[src/rtl/key_pkg.sv]
// Shared types and constants for the 5x5 key matrix scanner and its event FIFO.
package key_pkg;

  localparam int ROWS       = 5;
  localparam int COLS       = 5;
  localparam int NUM_KEYS   = ROWS * COLS;
  localparam int KEY_W      = 5;
  localparam int CODE_W     = 6;
  localparam int REL_BIT    = 5;
  localparam int FIFO_DEPTH = 4;

  typedef enum logic [1:0] {
    IDLE,
    PRESS_DB,
    HELD,
    RELEASE_DB
  } key_state_e;

  typedef enum logic [1:0] {
    FRAME_NONE,
    FRAME_SINGLE,
    FRAME_MULTI
  } frame_kind_e;

  function automatic logic [CODE_W-1:0] make_code(input logic rel, input logic [KEY_W-1:0] key);
    make_code          = '0;
    make_code[REL_BIT] = rel;
    make_code[KEY_W-1:0] = key;
  endfunction

endpackage

[src/rtl/key_event_fifo.sv]
// First-word fall-through event FIFO; the head reads as zero while empty.
module key_event_fifo
  import key_pkg::*;
#(
  parameter int DEPTH = FIFO_DEPTH,
  parameter int WIDTH = CODE_W
) (
  input  logic             clk_100M,
  input  logic             rst,
  input  logic             push_i,
  input  logic [WIDTH-1:0] push_data_i,
  input  logic             pop_i,
  output logic [WIDTH-1:0] data_o,
  output logic             full_o,
  output logic             empty_o
);

  localparam int AW = (DEPTH > 1) ? $clog2(DEPTH) : 1;

  logic [WIDTH-1:0] mem_q [DEPTH];
  logic [AW-1:0]    wr_ptr_q, rd_ptr_q;
  logic [AW:0]      count_q;
  logic             do_push, do_pop;

  assign empty_o = (count_q == '0);
  assign full_o  = (count_q == (AW+1)'(DEPTH));
  assign do_pop  = pop_i && !empty_o;
  // A pop in the same cycle frees the slot, so a full FIFO still accepts the push.
  assign do_push = push_i && (!full_o || do_pop);
  assign data_o  = empty_o ? '0 : mem_q[rd_ptr_q];

  // NOTE: sequential state uses <= so every flop samples pre-edge values.
  always_ff @(posedge clk_100M) begin
    if (rst) begin
      wr_ptr_q <= '0;
      rd_ptr_q <= '0;
      count_q  <= '0;
    end else begin
      if (do_push) wr_ptr_q <= wr_ptr_q + AW'(1);
      if (do_pop)  rd_ptr_q <= rd_ptr_q + AW'(1);
      case ({do_push, do_pop})
        2'b10:   count_q <= count_q + (AW+1)'(1);
        2'b01:   count_q <= count_q - (AW+1)'(1);
        default: count_q <= count_q;
      endcase
    end
  end

  // NOTE: storage is not reset; the empty flag masks stale data on the output.
  always_ff @(posedge clk_100M) begin
    if (do_push) mem_q[wr_ptr_q] <= push_data_i;
  end

endmodule

[src/rtl/key_matrix_scanner.sv]
// 5x5 key matrix scanner with debounce, ghost rejection and an event FIFO.
// Define KEY_MATRIX_SCANNER_REPEAT_EN to build the auto-repeat generator.
module key_matrix_scanner
  import key_pkg::*;
#(
  parameter int SCAN_DIV        = 100000,
  parameter int DEBOUNCE_FRAMES = 4,
  parameter int REPEAT_DELAY    = 100,
  parameter int REPEAT_RATE     = 20
) (
  input  logic              clk_100M,
  input  logic              rst,
  output logic [ROWS-1:0]   row_oe,
  input  logic [COLS-1:0]   col_n,
  output logic [CODE_W-1:0] key_code,
  output logic              key_valid,
  input  logic              key_pop,
  output logic              overflow,
  input  logic              ovf_clr
);

  localparam int DIV_W = $clog2(SCAN_DIV);
  localparam int DB_W  = $clog2(DEBOUNCE_FRAMES + 1);
  localparam int HIT_W = $clog2(NUM_KEYS + 1);

  // The synchronizer needs a few cycles per row to see the settled columns.
  if (SCAN_DIV < 4 || DEBOUNCE_FRAMES < 2 || REPEAT_DELAY < 1 || REPEAT_RATE < 1) begin : g_cfg_check
    $error("key_matrix_scanner: unsupported parameter set");
  end

  logic [COLS-1:0]     col_meta_q, col_sync_q;
  logic [DIV_W-1:0]    div_q;
  logic [2:0]          row_q;
  logic [NUM_KEYS-1:0] frame_q, frame_now;
  logic                tick, frame_done;

  logic [HIT_W-1:0]    hit_cnt;
  logic [KEY_W-1:0]    hit_code;
  frame_kind_e         kind;
  logic                same_key;

  key_state_e          state_q, state_d;
  logic [KEY_W-1:0]    cand_q, cand_d;
  logic [DB_W-1:0]     cnt_q, cnt_d;
  logic                db_done;

  logic                push, rpt_fire;
  logic [CODE_W-1:0]   push_code;
  logic                fifo_full, fifo_empty;
  logic                overflow_q;

  assign tick       = (div_q == DIV_W'(SCAN_DIV - 1));
  assign frame_done = tick && (row_q == 3'(ROWS - 1));
  assign row_oe     = ROWS'(1) << row_q;

  always_ff @(posedge clk_100M) begin
    if (rst) begin
      col_meta_q <= '1;
      col_sync_q <= '1;
      div_q      <= '0;
      row_q      <= '0;
      frame_q    <= '0;
    end else begin
      col_meta_q <= col_n;
      col_sync_q <= col_meta_q;
      div_q      <= tick ? '0 : div_q + DIV_W'(1);
      if (tick) begin
        row_q   <= (row_q == 3'(ROWS - 1)) ? 3'd0 : row_q + 3'd1;
        frame_q <= frame_now;
      end
    end
  end

  // Classification sees the row being latched this tick, so a frame is judged whole.
  // NOTE: every always_comb assigns defaults first so no latch is inferred.
  always_comb begin
    frame_now = frame_q;
    frame_now[row_q*COLS +: COLS] = ~col_sync_q;
    hit_cnt  = '0;
    hit_code = '0;
    for (int i = 0; i < NUM_KEYS; i++) begin
      if (frame_now[i]) begin
        hit_cnt  = hit_cnt + HIT_W'(1);
        hit_code = KEY_W'(i);
      end
    end
    if (hit_cnt == '0)              kind = FRAME_NONE;
    else if (hit_cnt == HIT_W'(1))  kind = FRAME_SINGLE;
    else                            kind = FRAME_MULTI;
  end

  // Multi-key frames never match a candidate, which is what suppresses ghosts.
  assign same_key = (kind == FRAME_SINGLE) && (hit_code == cand_q);
  assign db_done  = (int'(cnt_q) + 1 >= DEBOUNCE_FRAMES);

  always_ff @(posedge clk_100M) begin
    if (rst) begin
      state_q <= IDLE;
      cand_q  <= '0;
      cnt_q   <= '0;
    end else begin
      state_q <= state_d;
      cand_q  <= cand_d;
      cnt_q   <= cnt_d;
    end
  end

  always_comb begin
    state_d = state_q;
    cand_d  = cand_q;
    cnt_d   = cnt_q;
    if (frame_done) begin
      case (state_q)
        IDLE: begin
          if (kind == FRAME_SINGLE) begin
            state_d = PRESS_DB;
            cand_d  = hit_code;
            cnt_d   = DB_W'(1);
          end
        end
        PRESS_DB: begin
          if (!same_key)    state_d = IDLE;
          else if (db_done) state_d = HELD;
          else              cnt_d   = cnt_q + DB_W'(1);
        end
        HELD: begin
          if (!same_key) begin
            state_d = RELEASE_DB;
            cnt_d   = DB_W'(1);
          end
        end
        RELEASE_DB: begin
          if (same_key)     state_d = HELD;
          else if (db_done) state_d = IDLE;
          else              cnt_d   = cnt_q + DB_W'(1);
        end
        default: state_d = IDLE;
      endcase
    end
  end

  always_comb begin
    push      = 1'b0;
    push_code = '0;
    if (frame_done) begin
      case (state_q)
        PRESS_DB: begin
          if (same_key && db_done) begin
            push      = 1'b1;
            push_code = make_code(1'b0, cand_q);
          end
        end
        HELD: begin
          if (rpt_fire) begin
            push      = 1'b1;
            push_code = make_code(1'b0, cand_q);
          end
        end
        RELEASE_DB: begin
          if (!same_key && db_done) begin
            push      = 1'b1;
            push_code = make_code(1'b1, cand_q);
          end
        end
        default: ;
      endcase
    end
  end

`ifdef KEY_MATRIX_SCANNER_REPEAT_EN
  localparam int RPT_MAX = (REPEAT_DELAY > REPEAT_RATE) ? REPEAT_DELAY : REPEAT_RATE;
  localparam int RPT_W   = $clog2(RPT_MAX + 1);

  logic [RPT_W-1:0] rpt_cnt_q, rpt_cnt_d;
  logic             rpt_phase_q, rpt_phase_d;

  // Any frame that is not a same-key hold rearms the initial delay.
  always_comb begin
    rpt_cnt_d   = rpt_cnt_q;
    rpt_phase_d = rpt_phase_q;
    rpt_fire    = 1'b0;
    if (frame_done) begin
      if (state_q == HELD && same_key) begin
        if (int'(rpt_cnt_q) + 1 == (rpt_phase_q ? REPEAT_RATE : REPEAT_DELAY)) begin
          rpt_fire    = 1'b1;
          rpt_cnt_d   = '0;
          rpt_phase_d = 1'b1;
        end else begin
          rpt_cnt_d = rpt_cnt_q + RPT_W'(1);
        end
      end else begin
        rpt_cnt_d   = '0;
        rpt_phase_d = 1'b0;
      end
    end
  end

  always_ff @(posedge clk_100M) begin
    if (rst) begin
      rpt_cnt_q   <= '0;
      rpt_phase_q <= 1'b0;
    end else begin
      rpt_cnt_q   <= rpt_cnt_d;
      rpt_phase_q <= rpt_phase_d;
    end
  end
`else
  assign rpt_fire = 1'b0;
`endif

  key_event_fifo #(
    .DEPTH (FIFO_DEPTH),
    .WIDTH (CODE_W)
  ) u_fifo (
    .clk_100M    (clk_100M),
    .rst         (rst),
    .push_i      (push),
    .push_data_i (push_code),
    .pop_i       (key_pop),
    .data_o      (key_code),
    .full_o      (fifo_full),
    .empty_o     (fifo_empty)
  );

  assign key_valid = !fifo_empty;

  // A set request wins over a coincident clear so no drop goes unreported.
  always_ff @(posedge clk_100M) begin
    if (rst)                              overflow_q <= 1'b0;
    else if (push && fifo_full && !key_pop) overflow_q <= 1'b1;
    else if (ovf_clr)                     overflow_q <= 1'b0;
  end

  assign overflow = overflow_q;

endmodule
[config.mk]
export PLATFORM = sky130hd
export DESIGN_NAME = key_matrix_scanner
export DESIGN_NICKNAME = d
export VERILOG_FILES = /design/src/rtl/key_pkg.sv /design/src/rtl/key_event_fifo.sv /design/src/rtl/key_matrix_scanner.sv
export SDC_FILE = /design/constraint.sdc
export NUM_CORES = 1
export LEC_CHECK = 0
export ABC_CLOCK_PERIOD_IN_PS = 33700
export CAP_MARGIN = 20
export CORE_MARGIN = 2
export CORE_UTILIZATION = 30
export DETAILED_ROUTE_END_ITERATION = 10
export MAX_ROUTING_LAYER = met4
export SETUP_SLACK_MARGIN = 0.02
export SLEW_MARGIN = 20
export SYNTH_ARGS = -nofsm -noshare
export SYNTH_HDL_FRONTEND = slang
export SYNTH_SLANG_ARGS = --single-unit
[constraint.sdc]
create_clock -name clk_100M -period 33.7 [get_ports clk_100M]
set_input_delay 6.74 -clock clk_100M [delete_from_list [all_inputs] [get_ports clk_100M]]
set_output_delay 6.74 -clock clk_100M [all_outputs]
set_load 0.05 [all_outputs]
# Word-level counts from Yosys, hierarchy flattened
# Memories as Yosys holds them, arrays and structs flattened. A register that Yosys moved wholly into a read port is not among the register bits.
# Cells that the tools add are included.
# word_totals
ff_bits	73
mem_bits_rw	24
inputBits	9
out_inout_bits	13
memories	1
# mem_list
memory	depth	width	read_ports	rd_clocked_by_memory_dff	wr	line_no	rtl
u_fifo.mem_q	4	6	1	1	1	key_event_fifo.sv:20	logic [WIDTH-1:0] mem_q [DEPTH];
# classes
addsub	33
multipliers	1
n_lt_le_gt_ge	1
n_eq_ne	17
shift	3
muxes	82
n_bitwise	1
reduce_logical	22
# ops
operator	n
2-to-1 mux 5 bit	48
adder 5 x 1 -> 5 bit, second input constant	24
negation 6 -> 34 bit	1
variable shift 5 x 34 -> 25 bit, first input constant	1
variable part select 5 x 34 -> 25 bit	1
bitwise mux 25 bit	1
2-to-1 mux 2 bit	10
2-to-1 mux 3 bit	6
2-to-1 mux 6 bit	3
adder 17 x 1 -> 17 bit, second input constant	1
== test 17 bit, second input constant	1
case mux 3 bit (4 select lines)	1
case mux 6 bit (2 select lines)	1
AND reduction 5 bit	2
adder 3 x 1 -> 3 bit, second input constant	3
2-to-1 mux 1 bit	9
logical AND 1 bit	8
!= test 2 bit, second input constant	4
case mux 2 bit (4 select lines)	1
== test 2 x 1 -> 1 bit, second input constant	3
== test 2 bit, second input constant	3
== test 3 bit, second input constant	2
multiplier 3 x 3 -> 6 bit, second input constant	1
!= test 3 bit, second input constant	2
other kinds (18)	23

# Longest topological paths before layout
# logic_depth
word_depth	66
ltp_mapped	103

# By module
# From an unflattened synthesis, not the netlist that was laid out.
# hier_totals
cells_unflattened	997
hier_area_um2	8588.2
# by_module_without_submodules
module	instances	cells_per_inst	area_each_um2	seq_area_each_um2
key_matrix_scanner	1	895	7111.8	1321.3
key_event_fifo	1	102	1476.4	900.9

# Least setup slack after synthesis
# No wires, ideal clock.
# synth_path
path_kind	flip-flop to flip-flop
startpoint	reg row_q[0]
endpoint	reg u_fifo.count_q[2]
setup_ns	0.070
arrival_ns	16.947
setup_slack_ns	16.682
path_stages_with_launch	103
n_path_buf	1
synth_period_minus_slack_ns	17.018
cell_sequence	dfxtp_1 -> buf_4 -> inv_1 -> ha_1 -> ha_1 -> nor4_4 -> nand2_4 -> nor2_1 -> a21oi_1 -> ha_1 -> inv_1 -> xnor2_1 -> ha_1 -> o211ai_1 -> nand2_1 -> ha_1 -> o21ai_0 -> o311ai_2 -> (+67 left out) -> mux2_2 -> ha_1 -> nor3_1 -> mux2_2 -> nor3_1 -> nor3_1 -> mux2i_1 -> or2_1 -> nor2_1 -> mux2_4 -> mux2_4 -> inv_1 -> ha_1 -> inv_1 -> fa_1 -> xor2_1 -> or3_1 -> a21oi_1
# synth_via
elab_chain_len	66
elab_cells_between_ends	99
classes_between	add/sub (25); mul (1); eq/ne (6); shift (2); mux (57); reduce/logical (8)
# synth_lines
element	line_no	rtl
start, declared	key_matrix_scanner.sv:33	logic [2:0] row_q;
start signal, assigned	key_matrix_scanner.sv:68	row_q <= (row_q == 3'(ROWS - 1)) ? 3'd0 : row_q + 3'd1;
multiplier 3 x 3 -> 6 bit	key_matrix_scanner.sv:78	frame_now[row_q*COLS +: COLS] = ~col_sync_q;
negation 6 -> 34 bit	key_matrix_scanner.sv:78	
variable part select 5 x 34 -> 25 bit or variable shift 5 x 34 -> 25 bit (tied branches)	key_matrix_scanner.sv:78	
bitwise mux 25 bit	key_matrix_scanner.sv:78	
2-to-1 mux 1 bit	key_matrix_scanner.sv:82	if (frame_now[i]) begin
adder 5 x 1 -> 5 bit	key_matrix_scanner.sv:83	hit_cnt = hit_cnt + HIT_W'(1);
2-to-1 mux 5 bit	key_matrix_scanner.sv:82	
adder 5 x 1 -> 5 bit	key_matrix_scanner.sv:83	
(+50 left out)	n/a	
zero test 1 bit	key_matrix_scanner.sv:160	if (!same_key && db_done) begin
logical AND 1 bit	key_matrix_scanner.sv:160	
2-to-1 mux 1 bit	key_matrix_scanner.sv:160	
case mux 1 bit (2 select lines)	key_matrix_scanner.sv:146	case (state_q)
2-to-1 mux 1 bit (*)	key_matrix_scanner.sv:145	if (frame_done) begin
logical AND 1 bit (*)	key_event_fifo.sv:29	assign do_push = push_i && (!full_o || do_pop);
== test 2 x 1 -> 1 bit or == test 2 bit (tied branches)	key_event_fifo.sv:41	case ({do_push, do_pop})
case mux 3 bit (2 select lines) or nonzero test 2 bit (tied branches)	n/a	
end signal, assigned	key_event_fifo.sv:42	2'b10: count_q <= count_q + (AW+1)'(1);
end signal, assigned	key_event_fifo.sv:43	2'b01: count_q <= count_q - (AW+1)'(1);
end signal, assigned	key_event_fifo.sv:44	default: count_q <= count_q;
end, declared	key_event_fifo.sv:22	logic [AW:0] count_q;
# Every way passes the cells marked *; elsewhere a longest branch is shown, timed or not.
# A chain may end at the register's enable or synchronous reset.

# Final worst setup path
# Same ends and word-level chain as after synthesis.

==> qor.csv <==
metric,value,unit
outcome,"finished, final reports clean",
Place WS,14350,ps
DR pass1 iterations,4,
drt total wl,18480,um
Final WS setup,14250,ps
fillers,2710,
Ant. Diodes,0,
IO buf count,21,
Worst setup SP type,register,
hold path cells,1,
vias in the first global route,6221,
Die X,166.9,um
final hold slack,410.2,ps
drt drc,0,
Yosys top cell area share,0.1886,
H-tree lvl count,3,
grt met1 use,0.1847,
final worst-path cycle share,0.5772,
compound-cell area share of the yosys netlist,0.1947,
synth cell count leaders,"108 x nor2_1, 98 x nand2_1, 75 x dfxtp_1",
area delta synth->final,10.15,%
worst reg-to-reg path cell count,101,
gr usage total,0.1378,
Fin Clk Skew,12.03,ps
Synth Area in Adders,0.06223,
cts repair resizes,0,
# rows,59,
post-synth cell types,83,
main combinational cell family by area after synthesis,simple AND/OR/NAND/NOR gates,
CTS Hold Bufs,0,
Max Fclk,51.41,MHz
Yosys reg bits,99,
R2R Path Start,row_q[0],
Post-synth EDFFs,24,
Initial DRC Count,378,
met3 usage,0.01735,
Worst setup EP type,register,
"Slew Viols, Final",0,
CORE AREA,26060,um^2
clock buffer depth,2,
final setup violation count,0,
die area,27860,um^2
sequential area share after synthesis,0.2791,
clk sinks,99,
"count leader, synth",nor2_1,
dpl hpwl,13880,um
RSZ-0062 raised after global routing,false,
top post-synthesis cells by area,"dfxtp_1 19%, edfxtp_1 9.1%, xnor2_1 6.9%",
flop2flop setup slack,14250,ps
remaining antenna violation count,0,
Clock Latency Late Sink,360,ps
Syn Nets,988,
Leakage,3.163,nW
wire length per cell,14.49,um
Die Ht,166.9,um
TritonCTS Buffers,9,
Clock transition at path regs,80,ps
cell taking the most area after synthesis,dfxtp_1,
grt met2 use,0.2213,
first-pass GRT wire length,31100,um
Post-synth ARST share,0,
crit path kind,register to register,
post-CTS setup buffer count,0,
most frequent CP cell,ha_1,
RD Place Congestion,0.9044,
Fin Setup TNS,0,ps
Hold WC Path Type,register to register,
busiest grt layer,met2,
hold wc startpoint,col_meta_q[4],
worst slew margin relative to its limit,0.4594,
post-synthesis simple-gate area fraction,0.2205,
Post-Synthesis Cells,940,
"Top FF cell, synth",dfxtp_1,
mux cell area share after synthesis,0.04714,
nets,983,
Starting Density,0.3056,
via count,6636,
Hold Fails Final Rpt,0,
VDD IR max,0.00002751,V
share of layout cells above drive strength 1,0.08617,
YS warnings,0,
xor and xnor area share after synthesis,0.1590,
Pwr per Cell Area,30.40,nW/um^2
largest net degree at the start of global routing,54,
Worst-Margin Slew,807.8,ps
total design power,0.2666,mW
Syn Area/Cell,8.471,um^2
max cap viols,0,
CTS tree,yes,
"Remaining Overflow, GRT",0,
r2r endpoint,u_fifo.count_q[2],
crit path time final,19450,ps
worst path required time,33990,ps
critical path's largest stage delay,620,ps
clock root cell,clkbuf_16,
Critical Path Fanout Max,13,
CP max-delay cell,dfxtp_1,
IO Count,22,
initial antenna violation count,0,
Post-Syn Area,7963,um^2
Worst EP arrival,19750,ps
vias per cell,5.205,
Hold Path Sink,col_sync_q[4],
final cells by class:
type | count | area (um^2) | area share
Timing Repair Buffer | 26 | 242.7 | 0.02767
Sequential cell | 99 | 2222 | 0.2534
Multi-Input combinational cell | 767 | 5448 | 0.6211
Clock buffer | 9 | 225.2 | 0.02568
Inverter | 32 | 120.1 | 0.01369
Clock inverter | 7 | 93.84 | 0.01070
Tap cell | 335 | 419.2 | 0.04779
kinds of logic after synthesis:
logic type,Yosys count
AND/OR/NAND/NOR,362
multiplexers,28
AO/OA/AOI/OAI,219
adder cells (fa/ha/maj),39
buffers and inverters,74
flip-flops,99
XOR/XNOR,119
per-layer routing:
layer,vias up,wire length (um)
met5,-,0
met4,0,210
met3,17,493
met2,86,8575
met1,3132,9197
li1,3401,-
metrics by stage:
step,instances,utilization,cell area [um^2]
after global placement,1259,0.3243,8452
after detailed placement,1259,0.3243,8452
final,1275,0.3366,8771
after CTS,1275,0.3366,8771
after floorplan,940,-,7963
after global routing,1275,0.3366,8771
cell usage in the layout (no fill, tap or decap), drive strengths merged, types with 9 or more instances in the layout:
master | netlist | final
xor2 | 36 | 36
and2 | 19 | 19
nand2 | 99 | 99
nor2 | 108 | 108
ha | 38 | 38
nor3 | 23 | 23
dfxtp | 75 | 75
a21oi | 58 | 58
a211oi | 25 | 25
or2 | 14 | 14
a2bb2oi | 11 | 11
inv | 32 | 35
and3 | 10 | 10
clkdlybuf4s50 | 0 | 20
clkbuf | 38 | 9
a31oi | 15 | 15
nand3 | 29 | 29
xnor2 | 76 | 76
o21ai | 32 | 32
mux2i | 15 | 15
nand4 | 14 | 14
edfxtp | 24 | 24
sequential cells by signal, indices dropped and copies added, names as in the netlist, named ones only:
name / flops
overflow: 1
u_fifo.rd_ptr_q: 2
u_fifo.count_q: 3
u_fifo.wr_ptr_q: 2
u_fifo.mem_q: 24
frame_q: 25
col_sync_q: 5
div_q: 17
cand_q: 5
row_q: 3
state_q: 1
cnt_q: 3
col_meta_q: 5
worst max path at each step:
stage	start	end	slack (ps)	depth (start not counted)
global route	row_q[0]	u_fifo.count_q[2]	12350	102
finish	row_q[0]	u_fifo.count_q[2]	14250	101
CTS	row_q[0]	u_fifo.count_q[2]	14250	101
global placement	row_q[0]	u_fifo.count_q[2]	14610	101
floorplan	row_q[0]	u_fifo.count_q[2]	16680	102
detailed placement	row_q[0]	u_fifo.count_q[2]	14350	101
power by group:
group	internal [mW]	switching (mW)
sequential	0.122	0.00139
combinational	0.0162	0.0206
clock	0.0537	0.0531
critical path, delay by kind of cell (launching register included):
| kind | cells | cell delay, ps |
|---|---|---|
| adder cells (fa/ha/maj) | 27 | 8190 |
| AND/OR/NAND/NOR | 33 | 4150 |
| AO/OA/AOI/OAI | 23 | 3630 |
| multiplexers | 6 | 1670 |
| buffers and inverters | 10 | 800 |
| flip-flops | 1 | 620 |
| XOR/XNOR | 2 | 320 |
Note: power is estimated with default switching activity, not from simulation.
